## src/rtl/mem_access_unit.sv

```systemverilog
// Memory-stage access controller: turns the EX/MEM load/store into a
// req/ack transaction on the data-memory port and stalls the pipeline until it completes.
module mem_access_unit #(
    parameter int ADDR_W  = 12,
    parameter int DATA_W  = 16,
    parameter int TIMEOUT = 15
) (
    input  logic              i_clk,
    input  logic              i_rst,
    input  logic              i_ex_valid,
    input  logic              i_ex_mem_read,
    input  logic              i_ex_mem_write,
    input  logic [ADDR_W-1:0] i_ex_addr,
    input  logic [DATA_W-1:0] i_ex_wdata,
    output logic              o_dm_req,
    output logic              o_dm_we,
    output logic [ADDR_W-1:0] o_dm_addr,
    output logic [DATA_W-1:0] o_dm_wdata,
    input  logic [DATA_W-1:0] i_dm_rdata,
    input  logic              i_dm_ack,
    output logic [DATA_W-1:0] o_mem_out,
    output logic              o_mem_stall,
    output logic              o_mem_err,
    output logic [15:0]       o_stall_cnt
);

    localparam logic [7:0] TO_LAST = 8'(TIMEOUT - 1);

    typedef enum logic [1:0] {S_IDLE, S_REQ, S_DONE} state_t;

    state_t              r_state, w_next;
    logic                r_dm_req, r_dm_we, r_mem_err;
    logic [ADDR_W-1:0]   r_dm_addr;
    logic [DATA_W-1:0]   r_dm_wdata, r_mem_out;
    logic [7:0]          r_to_cnt;
    logic [15:0]         r_stall_cnt;
    logic                w_pending, w_start, w_timeout, w_finish, w_stall;

    assign w_pending = i_ex_valid & (i_ex_mem_read | i_ex_mem_write);

    always_ff @(posedge i_clk or negedge i_rst) begin
        if (!i_rst) r_state <= S_IDLE;
        else        r_state <= w_next;
    end

    always_comb begin
        w_next = r_state;
        case (r_state)
            S_IDLE:  if (w_pending) w_next = S_REQ;
            S_REQ:   if (i_dm_ack || w_timeout) w_next = S_DONE;
            S_DONE:  w_next = S_IDLE;
            default: w_next = S_IDLE;
        endcase
    end

    // Stall is gated by reset so the pipeline is released the instant reset asserts.
    always_comb begin
        w_start   = 1'b0;
        w_timeout = 1'b0;
        w_finish  = 1'b0;
        w_stall   = 1'b0;
        case (r_state)
            S_IDLE: begin
                w_start = w_pending;
                w_stall = i_rst & w_pending;
            end
            S_REQ: begin
                w_timeout = ~i_dm_ack & (r_to_cnt == TO_LAST);
                w_finish  = i_dm_ack | w_timeout;
                w_stall   = i_rst;
            end
            default: ;
        endcase
    end

    always_ff @(posedge i_clk or negedge i_rst) begin
        if (!i_rst) begin
            r_dm_req   <= 1'b0;
            r_dm_we    <= 1'b0;
            r_dm_addr  <= '0;
            r_dm_wdata <= '0;
            r_to_cnt   <= '0;
            r_mem_out  <= '0;
            r_mem_err  <= 1'b0;
        end else begin
            r_mem_err <= w_timeout;
            if (w_start) begin
                r_dm_req   <= 1'b1;
                r_dm_we    <= i_ex_mem_write;
                r_dm_addr  <= i_ex_addr;
                r_dm_wdata <= i_ex_wdata;
                r_to_cnt   <= '0;
            end else if (r_state == S_REQ) begin
                if (w_finish) r_dm_req <= 1'b0;
                else          r_to_cnt <= r_to_cnt + 8'd1;
                // A store (including read+write) never touches the load result.
                if (!r_dm_we) begin
                    if (i_dm_ack)       r_mem_out <= i_dm_rdata;
                    else if (w_timeout) r_mem_out <= '0;
                end
            end
        end
    end

    always_ff @(posedge i_clk or negedge i_rst) begin
        if (!i_rst)                              r_stall_cnt <= '0;
        else if (w_stall && r_stall_cnt != '1)   r_stall_cnt <= r_stall_cnt + 16'd1;
    end

    assign o_dm_req    = r_dm_req;
    assign o_dm_we     = r_dm_we;
    assign o_dm_addr   = r_dm_addr;
    assign o_dm_wdata  = r_dm_wdata;
    assign o_mem_out   = r_mem_out;
    assign o_mem_stall = w_stall;
    assign o_mem_err   = r_mem_err;
    assign o_stall_cnt = r_stall_cnt;

endmodule

```

## config.mk

```make
export PLATFORM = sky130hd
export DESIGN_NAME = mem_access_unit
export DESIGN_NICKNAME = d
export VERILOG_FILES = /design/src/rtl/mem_access_unit.sv
export SDC_FILE = /design/constraint.sdc
export NUM_CORES = 1
export LEC_CHECK = 0
export BUFFER_PORTS_ARGS = -buffer_cell sky130_fd_sc_hd__buf_2
export CORE_MARGIN = 3
export CORE_UTILIZATION = 25
export DETAILED_ROUTE_END_ITERATION = 7
export PLACE_DENSITY = 0.42
export SYNTH_ARGS = -nofsm -noshare
export SYNTH_HDL_FRONTEND = slang
export SYNTH_SLANG_ARGS = --single-unit
export TNS_END_PERCENT = 10
```

## constraint.sdc

```tcl
create_clock -name i_clk -period 3.3 [get_ports i_clk]
set_input_delay 0.495 -clock i_clk [delete_from_list [all_inputs] [get_ports i_clk]]
set_output_delay 0.495 -clock i_clk [all_outputs]
set_load 0.005 [all_outputs]
```

; ---- Word level (Yosys, flattened, before mapping)
; Cells that the tools add are included.
[classes]
addsub = 2
n_eq_ne = 6
muxes = 15
bitwise_logic = 8
n_reduce_logical = 10
[op_table]
columns = operator, count
row1 = $mux W16, 2
row2 = $mux W8, 3
row3 = $add A16 B1 Y16 const B, 1
row4 = $ne A16 B16 Y1 const B, 1
row5 = $add A8 B1 Y8 const B, 1
row6 = $eq A8 B4 Y1 const B, 1
row7 = $mux W1, 6
row8 = $ne A2 B2 Y1 const B, 3
row9 = $reduce_and A2 Y1, 3
row10 = $reduce_bool A2 Y1, 3
row11 = $mux W2, 2
row12 = $pmux W2 S2, 1
row13 = $reduce_and A4 Y1, 1
row14 = $and A1 B1 Y1, 3
row15 = $not A1 Y1, 3
row16 = $eq A2 B1 Y1 const B, 1
row17 = $logic_not A2 Y1, 1
row18 = $or A1 B1 Y1, 2
row19 = $pmux W1 S2, 1
row20 = $logic_and A1 B1 Y1, 1
row21 = $logic_or A1 B1 Y1, 1
[word_totals]
ff_bits = 73
out_inout_bits = 64
word_cells = 50

; ---- Depth between registers and ports, before layout
[logic_depth]
ltp_word = 7
ltp_mapped = 7

; ---- Worst setup path after synthesis
; Ideal clock, no wire load.
[synth_path]
path_type = register -> register
startpoint = register r_to_cnt[0]
endpoint = register r_mem_out[10] (netlist: o_mem_out[10])
setup_time_ns = 0.121
arrival_ns = 1.695
required_time_ns = 3.179
path_slack_ns = 1.484
path_stages_with_launch = 8
path_cell_list = dfrtp_1 -> inv_1 -> ha_1 -> or4b_4 -> nor3_4 -> o211ai_4 -> buf_6 -> a22o_1
[synth_via]
elab_chain_cells = 5
[synth_lines]
columns = item, line_no
row1 = "start, declared", 35  ; logic [7:0] r_to_cnt;
row2 = "start signal, assigned", 95  ; else r_to_cnt <= r_to_cnt + 8'd1;
row3 = $eq A8 B4 Y1, 68  ; w_timeout = ~i_dm_ack & (r_to_cnt == TO_LAST);
row4 = $and A1 B1 Y1, 68
row5 = $mux W1, 62  ; case (r_state)
row6 = $reduce_bool A2 Y1 (no source line), n/a
row7 = $reduce_and A4 Y1 (no source line), n/a
row8 = "end signal, assigned", 98  ; if (i_dm_ack) r_mem_out <= i_dm_rdata;
row9 = "end, declared", 34  ; logic [DATA_W-1:0] r_dm_wdata, r_mem_out;
; Every way passes these cells.
; A chain may end at the register's enable or synchronous reset.

; ---- Final worst setup path
[layout_path]
startpoint = input i_ex_mem_write
endpoint = output o_mem_stall
[layout_via]
elab_chain_cells = 4
[layout_lines]
columns = item, line_no
row1 = "start, declared", 12  ; input logic i_ex_mem_write,
row2 = $or A1 B1 Y1, 39  ; assign w_pending = i_ex_valid & (i_ex_mem_read | i_ex_mem_write);
row3 = $and A1 B1 Y1, 39
row4 = $and A1 B1 Y1, 65  ; w_stall = i_rst & w_pending;
row5 = $pmux W1 S2, 62
row6 = "end, declared", 22  ; output logic o_mem_stall,
; Every way passes these cells.

==> out/qor.csv <==
metric;value;unit
synthTopCellsByArea;dfrtp_1 (58%), nand2_1 (12%), a22o_1 (4.5%);
post-place-ws;1150;ps
wl_per_cell;13.2;µm
postRouteAntennaNets;0;
setup_viol;0;
clock_latency;340;ps
num-nets-final;466;
outcome;finished clean;
yosys_warnings;0;
yosysSeqAreaShare;0.582;
rr_startpoint;r_to_cnt[0];
yosys_register_bits;73;
cts_resized;0;
clkSinkCount;73;
cp-endpoint;o_mem_stall;
first_global_vias;2594;
post-synth-top-count-cell;nand2_1;
postCtsSetupRepairBufs;0;
synth_area_leader_cell;dfrtp_1;
finalWirelength;7700;µm
fmax;0.468;GHz
synth_top_flop_cell;dfrtp_1;
grt_pass1_wl;13200;µm
grt_max_degree;74;
synthTopCellsByCount;nand2_1 (98), dfrtp_1 (73), a22o_1 (16), xor2_1 (13);
io_pins;114;
vias;2534;
multi_input_area;1230;µm²
drive_gt1_frac;0.350;
skew;7.83;ps
port_buffers;113;
gp_congestion;0.713;
worstPathRequired;2800;ps
dr.pass1.iters;4;
relSlewSlack;0.355;
worst_pin_slew;968;ps
finish.utilization;0.344;
critPathKind;input port to output pin;
cts_root_buf;clkbuf_16;
core;12200;µm²
h-tree-depth;3;
fillers;1282;
final-seq-area;1830;µm²
yosys.area.top_type_share;0.582;
gr-total-overflow;0;
rsz0062_at_grt;no;
diodes;0;
area_growth;33.3;%
worstSetupStartpoint;i_ex_mem_write;
endpoint_kind;output pin;
slew_viol_final;0;
hold_violations;0;
first_iter_violations;79;
ff2ff_path_depth;6;
start_util;0.258;
p_per_area;759;nW/µm²
crit_arrival;1640;ps
hpwlAfterDp;5250;µm
holdWs;344;ps
drc_errors;0;
synth_nets;351;
yosysUniqueCellTypes;42;
antenna_found_initial;0;
worst_r2r_endpoint;o_mem_out[4];
die_area;13900;µm²
cts_buffers;9;
holdBufCountCts;0;
worst_slack;1170;ps
synth_async_sr_flop_share;1.00;
period_share;0.647;
cp_max_fo;16;
hp-class;input port to flip-flop;
fp.dieW;118;µm
rows;40;
leakage;2.16;nW
dieHeight;118;µm
via_per_inst;4.33;
peakVddDrop;0.000200;V
maxCapViolCount;0;
synth_edf_count;0;
avgSynthCellArea;10.5;µm²
tns;0;ps
grt.total_usage;0.119;
fin_crit;2130;ps
cts_tree;done;
clockBufferDepth;2;
syn-instance-count;298;
start_kind;input port;
path_clk_slew;60;ps
synthesis.area;3140;µm²
r2r_setup_slack;1360;ps
==> logic make-up (layout without fill, tap and decap cells) <==
family / after synthesis / count (layout) / synth area share
AO/OA/AOI/OAI: 29 / 29 / 0.0806
XOR/XNOR: 17 / 17 / 0.0475
adder cells (fa/ha/maj): 3 / 3 / 0.0120
buffers and inverters: 19 / 138 / 0.0267
flip-flops: 73 / 73 / 0.582
multiplexers: 6 / 6 / 0.0203
AND/OR/NAND/NOR: 151 / 151 / 0.231
==> metal layers <==
metal  up-vias  track usage  part of all wire
met1      1209        0.151              0.46
met5         -            0                 0
met3        12       0.0404             0.066
met2        72        0.177              0.45
met4         0       0.0659             0.025
li1       1241            -                 -
==> critical path, cell delays in order <==
cell	delay, ps
buf_2	100
o21ai_1	280
a211o_1	540
inv_1	70
buf_2	140
==> sequential cells by signal, summed over array words and instances, names as in the netlist <==
signal and cells:
o_dm_wdata 16, o_mem_out 16, o_stall_cnt 16, o_dm_addr 12, r_to_cnt 8, r_state 2
o_dm_req 1, o_dm_we 1, o_mem_err 1
==> how the worst min path moves through the flow <==
| stage | start | to | slack, ps | cells after the start |
|---|---|---|---|---|
| finish | i_ex_addr[6] | o_dm_addr[6] | 340 | 3 |
| global route | i_ex_addr[1] | o_dm_addr[1] | 340 | 3 |
| CTS | i_ex_addr[6] | o_dm_addr[6] | 330 | 3 |
| detailed placement | o_dm_addr[0] | o_dm_addr[0] | 460 | 2 |
| global placement | o_dm_wdata[7] | o_dm_wdata[7] | 460 | 2 |
| floorplan | i_rst | o_dm_addr[0] | 200 | 0 |
==> area by class of cell <==
type	count	share of cell area
clock buffer	12	0.0613
clock inverter	3	0.00958
sequential	73	0.437
timing repair buffer	116	0.141
multi-input combinational	206	0.294
tap	168	0.0503
inverter	7	0.00628
==> stage by stage <==
stage	cell area, µm²	power, mW	std cells
after global placement	3880	2.22	570
after floorplan	3140	1.79	298
after CTS	4180	3.24	585
after detailed placement	3880	2.22	570
final	4180	3.17	585
after global routing	4180	3.42	585
==> layout by cell type, fill, tap and decap left out, drive strengths merged <==
cell type,n
a2111oi,1
a211o,2
a211oi,1
a21oi,1
a22o,16
and3,3
and4,1
buf,116
bufinv,1
clkbuf,12
clkinv,2
dfrtp,73
ha,3
inv,7
mux2,3
mux2i,3
nand2,98
nand3,7
nand4,5
nor2,10
nor3,11
nor3b,2
nor4,7
nor4b,1
nor4bb,1
o211ai,1
o21a,1
o21ai,4
o31ai,2
or2,1
or3,1
or3b,2
or4b,1
xnor2,4
xor2,13
==> report_power, final <==
part | internal (mW) | leakage (nW) | total, mW | switching, mW
Combinational | 0.406 | 1.10 | 0.798 | 0.392
Clock | 0.620 | 0.148 | 0.991 | 0.370
Sequential | 1.18 | 0.907 | 1.38 | 0.208
Total | 2.20 | 2.16 | 3.17 | 0.970
No activity file was read; power rests on OpenSTA's default activity.
